[config.mk]
export PLATFORM = sky130hd
export DESIGN_NAME = sgdma_descriptor_reader
export DESIGN_NICKNAME = d
export VERILOG_FILES = /design/src/rtl/sgdma_descriptor_reader.sv
export SDC_FILE = /design/constraint.sdc
export NUM_CORES = 1
export LEC_CHECK = 0
export CAP_MARGIN = 20
export CORE_UTILIZATION = 39
export DETAILED_ROUTE_END_ITERATION = 12
export MAX_ROUTING_LAYER = met4
export PLACE_DENSITY = 0.67
export SLEW_MARGIN = 15
export SYNTH_ARGS = -nofsm -noshare
export SYNTH_HDL_FRONTEND = slang
export SYNTH_SLANG_ARGS = --single-unit
[constraint.sdc]
create_clock -name clk -period 9.4 [get_ports clk]
set_input_delay 1.88 -clock clk [delete_from_list [all_inputs] [get_ports clk]]
set_output_delay 1.88 -clock clk [all_outputs]
set_load 0.02 [all_outputs]
[src/rtl/sgdma_descriptor_reader.sv]
// Descriptor chain walker: fetches 16-byte descriptors over an Avalon-MM
// master, offers hardware-owned ones to the DMA datapath, and writes the
// completion status back into word 3 of each retired descriptor.
module sgdma_descriptor_reader #(
  parameter int unsigned ADDR_W = 32
) (
  input  logic              clk,
  input  logic              reset_n,
  input  logic              start,
  input  logic              stop,
  input  logic [ADDR_W-1:0] head_ptr,
  output logic              busy,
  output logic              chain_done,
  output logic              error,
  output logic [ADDR_W-1:0] m_address,
  output logic              m_read,
  output logic              m_write,
  output logic [31:0]       m_writedata,
  output logic [3:0]        m_byteenable,
  input  logic              m_waitrequest,
  input  logic [31:0]       m_readdata,
  input  logic              m_readdatavalid,
  output logic              desc_valid,
  input  logic              desc_ready,
  output logic [ADDR_W-1:0] desc_src,
  output logic [ADDR_W-1:0] desc_dst,
  output logic [15:0]       desc_len,
  output logic [7:0]        desc_ctrl,
  input  logic              cmpl_valid,
  input  logic [7:0]        cmpl_status,
  input  logic [15:0]       cmpl_len
);

  localparam int unsigned LEN_W  = 16;
  localparam int unsigned CTRL_W = 8;
  localparam int unsigned STS_W  = 8;
  localparam int unsigned IDX_W  = 2;

  typedef enum logic [2:0] {
    S_IDLE, S_RD_REQ, S_RD_WAIT, S_CHECK, S_PRESENT, S_EXEC, S_WB, S_ERR
  } state_e;

  state_e              state_q, state_d;
  logic [ADDR_W-1:0]   base_q, base_d;
  logic [IDX_W-1:0]    idx_q, idx_d;
  logic [ADDR_W-1:0]   src_q, src_d;
  logic [ADDR_W-1:0]   dst_q, dst_d;
  logic [ADDR_W-1:0]   next_q, next_d;
  logic [LEN_W-1:0]    len_q, len_d;
  logic [CTRL_W-1:0]   ctrl_q, ctrl_d;
  logic [STS_W-1:0]    cst_q, cst_d;
  logic [LEN_W-1:0]    clen_q, clen_d;
  logic                stop_pend_q, stop_pend_d;
  logic                error_q, error_d;
  logic                busy_q, busy_d;
  logic                done_q, done_d;
  logic                m_read_q, m_read_d;
  logic                m_write_q, m_write_d;
  logic [ADDR_W-1:0]   m_addr_q, m_addr_d;
  logic [31:0]         m_wdata_q, m_wdata_d;
  logic                desc_valid_q, desc_valid_d;
  logic                stop_seen;
  logic [IDX_W-1:0]    addr_idx;

  // State and datapath registers; reset abandons any in-flight transfer.
  always_ff @(posedge clk or negedge reset_n) begin
    if (!reset_n) begin
      state_q      <= S_IDLE;
      base_q       <= '0;
      idx_q        <= '0;
      src_q        <= '0;
      dst_q        <= '0;
      next_q       <= '0;
      len_q        <= '0;
      ctrl_q       <= '0;
      cst_q        <= '0;
      clen_q       <= '0;
      stop_pend_q  <= 1'b0;
      error_q      <= 1'b0;
      busy_q       <= 1'b0;
      done_q       <= 1'b0;
      m_read_q     <= 1'b0;
      m_write_q    <= 1'b0;
      m_addr_q     <= '0;
      m_wdata_q    <= '0;
      desc_valid_q <= 1'b0;
    end else begin
      state_q      <= state_d;
      base_q       <= base_d;
      idx_q        <= idx_d;
      src_q        <= src_d;
      dst_q        <= dst_d;
      next_q       <= next_d;
      len_q        <= len_d;
      ctrl_q       <= ctrl_d;
      cst_q        <= cst_d;
      clen_q       <= clen_d;
      stop_pend_q  <= stop_pend_d;
      error_q      <= error_d;
      busy_q       <= busy_d;
      done_q       <= done_d;
      m_read_q     <= m_read_d;
      m_write_q    <= m_write_d;
      m_addr_q     <= m_addr_d;
      m_wdata_q    <= m_wdata_d;
      desc_valid_q <= desc_valid_d;
    end
  end

  // Next-state logic; bus/handshake outputs are decoded from the next state
  // so they are registered yet line up with the state they belong to.
  always_comb begin
    state_d     = state_q;
    base_d      = base_q;
    idx_d       = idx_q;
    src_d       = src_q;
    dst_d       = dst_q;
    next_d      = next_q;
    len_d       = len_q;
    ctrl_d      = ctrl_q;
    cst_d       = cst_q;
    clen_d      = clen_q;
    error_d     = error_q;
    done_d      = 1'b0;
    stop_seen   = stop_pend_q | stop;
    stop_pend_d = stop_pend_q | ((state_q != S_IDLE) & stop);

    case (state_q)
      S_IDLE: begin
        if (start) begin
          base_d  = head_ptr;
          idx_d   = '0;
          error_d = 1'b0;
          if (head_ptr[3:0] != 4'h0) begin
            error_d = 1'b1;
            state_d = S_ERR;
          end else begin
            state_d = S_RD_REQ;
          end
        end
      end
      S_RD_REQ: begin
        if (!m_waitrequest) state_d = S_RD_WAIT;
      end
      S_RD_WAIT: begin
        if (m_readdatavalid) begin
          case (idx_q)
            2'd0: src_d  = ADDR_W'(m_readdata);
            2'd1: dst_d  = ADDR_W'(m_readdata);
            2'd2: next_d = ADDR_W'(m_readdata);
            default: begin
              len_d  = m_readdata[15:0];
              ctrl_d = m_readdata[31:24];
            end
          endcase
          idx_d   = idx_q + 2'd1;
          state_d = (idx_q == 2'd3) ? S_CHECK : S_RD_REQ;
        end
      end
      S_CHECK: begin
        if (!ctrl_q[7]) begin
          done_d  = 1'b1;
          state_d = S_IDLE;
        end else if (stop_seen) begin
          state_d = S_IDLE;
        end else begin
          state_d = S_PRESENT;
        end
      end
      S_PRESENT: begin
        if (desc_ready) state_d = S_EXEC;
      end
      S_EXEC: begin
        if (cmpl_valid) begin
          cst_d   = cmpl_status;
          clen_d  = cmpl_len;
          state_d = S_WB;
        end
      end
      S_WB: begin
        if (!m_waitrequest) begin
          if (ctrl_q[0]) begin
            done_d  = 1'b1;
            state_d = S_IDLE;
          end else if (next_q[3:0] != 4'h0) begin
            error_d = 1'b1;
            state_d = S_ERR;
          end else if (stop_seen) begin
            state_d = S_IDLE;
          end else begin
            base_d  = next_q;
            idx_d   = '0;
            state_d = S_RD_REQ;
          end
        end
      end
      S_ERR: state_d = S_IDLE;
      default: state_d = S_IDLE;
    endcase

    if (state_d == S_IDLE) stop_pend_d = 1'b0;

    addr_idx     = (state_d == S_WB) ? 2'd3 : idx_d;
    busy_d       = (state_d != S_IDLE);
    m_read_d     = (state_d == S_RD_REQ);
    m_write_d    = (state_d == S_WB);
    desc_valid_d = (state_d == S_PRESENT);
    m_addr_d     = base_d + ADDR_W'({addr_idx, 2'b00});
    m_wdata_d    = {ctrl_q & 8'h7F, cst_d, clen_d};
  end

  assign busy         = busy_q;
  assign chain_done   = done_q;
  assign error        = error_q;
  assign m_address    = m_addr_q;
  assign m_read       = m_read_q;
  assign m_write      = m_write_q;
  assign m_writedata  = m_wdata_q;
  assign m_byteenable = 4'hF;
  assign desc_valid   = desc_valid_q;
  assign desc_src     = src_q;
  assign desc_dst     = dst_q;
  assign desc_len     = len_q;
  assign desc_ctrl    = ctrl_q;

endmodule

# Word level (Yosys, flattened, before mapping)
# Index checks and enable logic that the tools add are counted.
# W data, S select, Z words.
[totals] mem_count=0 latch_bits=0 input_bits=96 out_inout_bits=162 ram_bits=0 mem_bits_ro=0 reg_bits=251
[classes] reduce_logical=14 n_mux=43 bitwise_logic=4 order_cmp=0 n_addsub=2 div_mod_pow=0 shifts=0 multipliers=0 n_eq_ne=17
[op_table] operator="$mux W32" count=5
[op_table] operator="$pmux W32 S2" count=1
[op_table] operator="$mux W3" count=11
[op_table] operator="$add A32 B4 Y32" count=1
[op_table] operator="$mux W16" count=2
[op_table] operator="$pmux W3 S8" count=1
[op_table] operator="$eq A3 B3 Y1 const B" count=6
[op_table] operator="$mux W2" count=8
[op_table] operator="$mux W8" count=2
[op_table] operator="$reduce_and A3 Y1" count=4
[op_table] operator="$mux W1" count=10
[op_table] operator="$ne A2 B2 Y1 const B" count=4
[op_table] operator="$reduce_bool A4 Y1" count=2
[op_table] operator="$eq A3 B1 Y1 const B" count=2
[op_table] operator="$eq A3 B2 Y1 const B" count=2
[op_table] operator="$logic_not A3 Y1" count=2
[op_table] operator="$pmux W2 S3" count=1
[op_table] operator="$reduce_bool A3 Y1" count=2
[op_table] operator="$reduce_and A5 Y1" count=1
[op_table] operator="$eq A2 B2 Y1 const B" count=2
[op_table] operator="$pmux W1 S2" count=2
[op_table] operator="$reduce_or A3 Y1" count=1
[op_table] operator="$add A2 B1 Y2 const B" count=1
[op_table] operator="$eq A2 B1 Y1 const B" count=1
[op_table] operator="other kinds (5)" count=6

# Logic depth before layout (Yosys ltp)
[logic_depth] ltp_word=9 depth_mapped=16

# Least setup slack after synthesis
# Ideal clock, no wire load.
[synth_timing] path_type="input to register" from="input start" to="register m_addr_q[26], in the netlist m_address[26]" setup_time_ns=0.079 required_time_ns=9.321 arrival_time_ns=4.979 cell_stages=15 path_slack_ns=4.342 n_path_buf=1 path_cell_list="nor4b_4 > clkbuf_1 > o41ai_1 > o211ai_1 > nor2_1 > or3_1 > nand2b_1 > ha_1 > inv_1 > fa_1 > nand3b_1 > nor3_4 > nand2_1 > nor4b_2 > xor2_1"
[synth_via] elab_chain_len=5
[synth_rtl] element="from (decl)" line="9" source="input logic start,"
[synth_rtl] element="$mux W3" line="130" source="if (start) begin"
[synth_rtl] element="$pmux W3 S8" line="128" source="case (state_q)"
[synth_rtl] element="$eq A3 B3 Y1" line="203" source="addr_idx = (state_d == S_WB) ? 2'd3 : idx_d;"
[synth_rtl] element="$mux W2" line="203"
[synth_rtl] element="$add A32 B4 Y32 *" line="208" source="m_addr_d = base_d + ADDR_W'({addr_idx, 2'b00});"
[synth_rtl] element="named net m_addr_d[26]" line="59" source="logic [ADDR_W-1:0] m_addr_q, m_addr_d;"
[synth_rtl] element="to (signal assigned)" line="104" source="m_addr_q <= m_addr_d;"
[synth_rtl] element="to (decl)" line="59"
# Mark *: on every way through the listed nets, which the timed path passes. The rest lies on a longest branch.
# A chain may end at the register's enable or synchronous reset.

# Worst setup path in the final report
[layout_timing] from="input stop" to="register m_addr_q[31], in the netlist m_address[31]"
[layout_rtl] element="from (decl)" line="10" source="input logic stop,"
[layout_rtl] element="$or A1 B1 Y1" line="125" source="stop_seen = stop_pend_q | stop;"
[layout_rtl] element="$mux W32" line="188" source="end else if (stop_seen) begin"
[layout_rtl] element="$mux W32" line="185" source="end else if (next_q[3:0] != 4'h0) begin"
[layout_rtl] element="$mux W32" line="182" source="if (ctrl_q[0]) begin"
[layout_rtl] element="$mux W32" line="181" source="if (!m_waitrequest) begin"
[layout_rtl] element="$pmux W32 S2" line="128"
[layout_rtl] element="named net base_d[3]" line="44" source="logic [ADDR_W-1:0] base_q, base_d;"
[layout_rtl] element="$add A32 B4 Y32" line="208"
[layout_rtl] element="named net m_addr_d[31]" line="59"
# The timed path passes the listed nets, and every way through them passes these cells.

==> results.md <==
* Pwr Density at 344.5 mW/mm²
* Num rows at 56
* CP peak stage delay at 0.84 ns
* Critical path cell sequence: clkdlybuf4s50_1 > nor4_4 > and3_2 > nor2_4 > a22o_1 > ha_1 > a21oi_1 > inv_1 > nand3_1 > nor3_2 > nand2_1 > nor4_2 > xor2_1
* H-tree depth at 1
* Layout cells sized above 1 at 0.2447
* Min-delay worst type: reg -> reg
* Max Used Layer: met4
* Routed vias/inst at 4.902
* Hold endpoint: m_writedata[28]
* Warnings from Yosys at 0
* Fin cells at 1257
* Post-synth EDFFs at 0
* Yosys cell types at 63
* Static Leakage at 5.862 nW
* Initial DRC count at 233
* Vias in the first global route at 6440
* Measured slew at the worst slew-check pin at 0.9848 ns
* WP data required at 9.83 ns
* Max VDD drop at 0.0001894 V
* Setup TNS at 0 ns
* Clk_skew at 0.02000 ns
* CP Capture Type: flop
* Fin. max-slew vios at 0
* CTS tree: done
* Crit path launch type: input pin
* Met2 WL at 10.60 mm
* Num CTS Buffers at 25
* Max-cap violations at 0
* Fin crit share at 0.6144
* Ys flop type: dfrtp_1
* Slowest-stage cell, CP: nor4_4
* Post-CTS Repair Setup Buffers at 0
* CP max FO at 28
* R2r startpoint: state_q[0]
* Placement Setup Slack at 3.164 ns
* Syn Inst Count at 667
* Vias at 6162
* Status: finished clean
* Max_slew headroom at 0.3411
* Clock period minus worst slack at 5.775 ns
* Final setup margin at 3.625 ns
* DRT Wirelength at 22.91 mm
* Antenna Violating Nets Remaining at 0
* Worst min-delay path startpoint: desc_ctrl[4]
* Synthesized cell area at 0.009260 mm²
* Cell count of the worst hold path at 0
* Post-synthesis sequential area ratio at 0.6080
* Die Y at 156.1 µm
* CP arrival at 6.20 ns
* Die area at 0.02436 mm²
* Ys async rst share at 1.000
* Met3 routed WL at 1.926 mm
* RD Place Congestion at 0.8832
* #FFs+latches synth at 225
* Die W at 156.1 µm
* R2r worst-path depth at 12
* DR WL/cell at 18.22 µm
* # IOs at 258
* Total GRT Usage at 0.1982
* Final instance area at 0.01293 mm²
* Total gr overflow at 0
* Largest net degree at the start of global routing at 112
* Area Growth Syn to Fin at 39.63%
* Initial Util at 0.3957
* Initial antenna violation count at 2
* Final HPWL DP at 15.81 mm
* Clock root buffer: clkbuf_16
* CTS clk-pin slew, worst paths at 0.06 ns
* Flop2flop setup slack at 4.92 ns
* R2r endpoint: m_address[26]
* Met1 WL at 10.10 mm
* Clock sinks at 225
* Syn Area/Cell at 13.88 µm²
* Skew-Pair Late Insertion Delay at 0.52 ns
* PortBufs at 252
* CP Class: in -> reg
* Hold Violations, Final at 0
* Drc violations at 0
* Dpl cells at 1210
* Placed Area at 0.01203 mm²
* Pre-antenna DRT Iters at 4
* Core Box Area at 0.02340 mm²
* Global-route wire length before repair at 36.21 mm
* # setup viols final at 0
* Fmax at 173.2 MHz
* Post-cts sizing count at 0
* Layout Nets at 1021
* Clock Tree Buf Depth at 3
* Hold Buf Count CTS at 0
* RSZ-0062 raised after global routing: false
[state kept, by name, indices dropped and copies added (netlist names), 2 cells and up]
name,cells
m_writedata,9
desc_dst,32
cst_q,7
clen_q,15
state_q,3
desc_len,16
desc_src,32
next_q,32
m_address,32
desc_ctrl,8
base_q,30
idx_q,2
[critical path, delay by kind of cell]
family,cells,cell delay (ns)
AO/OA/AOI/OAI,2,0.35
XOR/XNOR,1,0.16
buffers and inverters,2,0.55
adder cells (fa/ha/maj),1,0.28
AND/OR/NAND/NOR,7,2.99
[kinds of logic after synthesis]
| group | count (synthesis) | synth area share |
|---|---|---|
| flip-flops | 225 | 0.6080 |
| multiplexers | 146 | 0.1774 |
| AND/OR/NAND/NOR | 137 | 0.08864 |
| AO/OA/AOI/OAI | 67 | 0.05959 |
| buffers and inverters | 59 | 0.03256 |
| XOR/XNOR | 24 | 0.02270 |
| adder cells (fa/ha/maj) | 7 | 0.01027 |
| other | 2 | 0.0008110 |
[report_power, final]
group / total (W) / switching [W] / internal (W) / leakage (nW)
Combinational: 0.00180 / 0.000900 / 0.000900 / 2.51
Clock: 0.00104 / 0.000395 / 0.000645 / 0.444
Sequential: 0.00161 / 0.000227 / 0.00139 / 2.90
[cell type report]
cell class | instances | area (µm²)
inverter | 23 | 86.33
sequential | 225 | 5630
antenna | 2 | 5.005
multi-input combinational | 386 | 3348
timing repair buffer | 257 | 2565
clock inverter | 14 | 187.7
fill | 2005 | 10470
tap | 319 | 399.1
clock buffer | 31 | 708.2
[routing by layer]
metal / up-vias / GRT usage
li1: 2846 / -
met1: 3085 / 0.2625
met2: 208 / 0.3040
met3: 23 / 0.05639
met4: 0 / 0.03922
met5: - / -
[cells in the mapped netlist (all sizes together) (2+ instances only)]
library cell	n	area, µm²
clkbuf	9	33.78
nor4	5	73.82
nand4	15	106.4
o21ai	5	25.02
a31oi	2	12.51
a21o	4	30.03
and3	3	18.77
or3	2	12.51
dfrtp	225	5630
buf	27	181.4
nand2	41	158.9
xnor2	19	166.4
a22o	16	148.9
nand3b	3	22.52
conb	2	7.510
or2	2	12.52
nor3	12	87.58
xor2	5	43.79
o22ai	2	12.51
o211ai	10	132.6
ha	6	75.07
mux2	145	1633
nor2b	4	25.02
nor2	18	77.58
a22oi	8	65.06
a21oi	16	83.83
nand2b	5	31.28
and2	9	56.30
inv	23	86.33
nor4b	2	38.78
nand3	11	55.05
[cell usage in the layout (no fill, tap or decap), types with 7 or more instances in the layout]
master	netlist	routed
dfrtp_1	225	225
a22o_1	15	15
nand4_1	13	13
nor3_1	9	9
a21oi_1	15	15
inv_1	23	23
and2_1	9	9
clkbuf_16	0	25
nor2_1	16	16
a22oi_1	7	7
nand2_1	39	36
clkdlybuf4s50_1	0	251
mux2_2	145	145
xnor2_1	19	19
nand3_1	11	11
[how the worst max path moves through the flow]
stage	start	endpoint	slack, ns
CTS	stop	m_address[31]	3.66
global route	stop	m_address[31]	3.29
floorplan	start	m_address[26]	4.34
global placement	stop	m_address[31]	3.32
detailed placement	stop	m_address[31]	3.16
finish	stop	m_address[31]	3.62
[stage by stage]
stage            util  hold slack, ns  power, W
2_1_floorplan       -          0.4579  0.002612
3_3_place_gp   0.5140          0.3844  0.003416
3_5_place_dp   0.5140          0.3867  0.003443
4_1_cts        0.5523          0.4000  0.004508
5_1_grt        0.5525          0.4161  0.004708
6_report       0.5525          0.4022  0.004455
No activity file was read; power rests on OpenSTA's default activity.
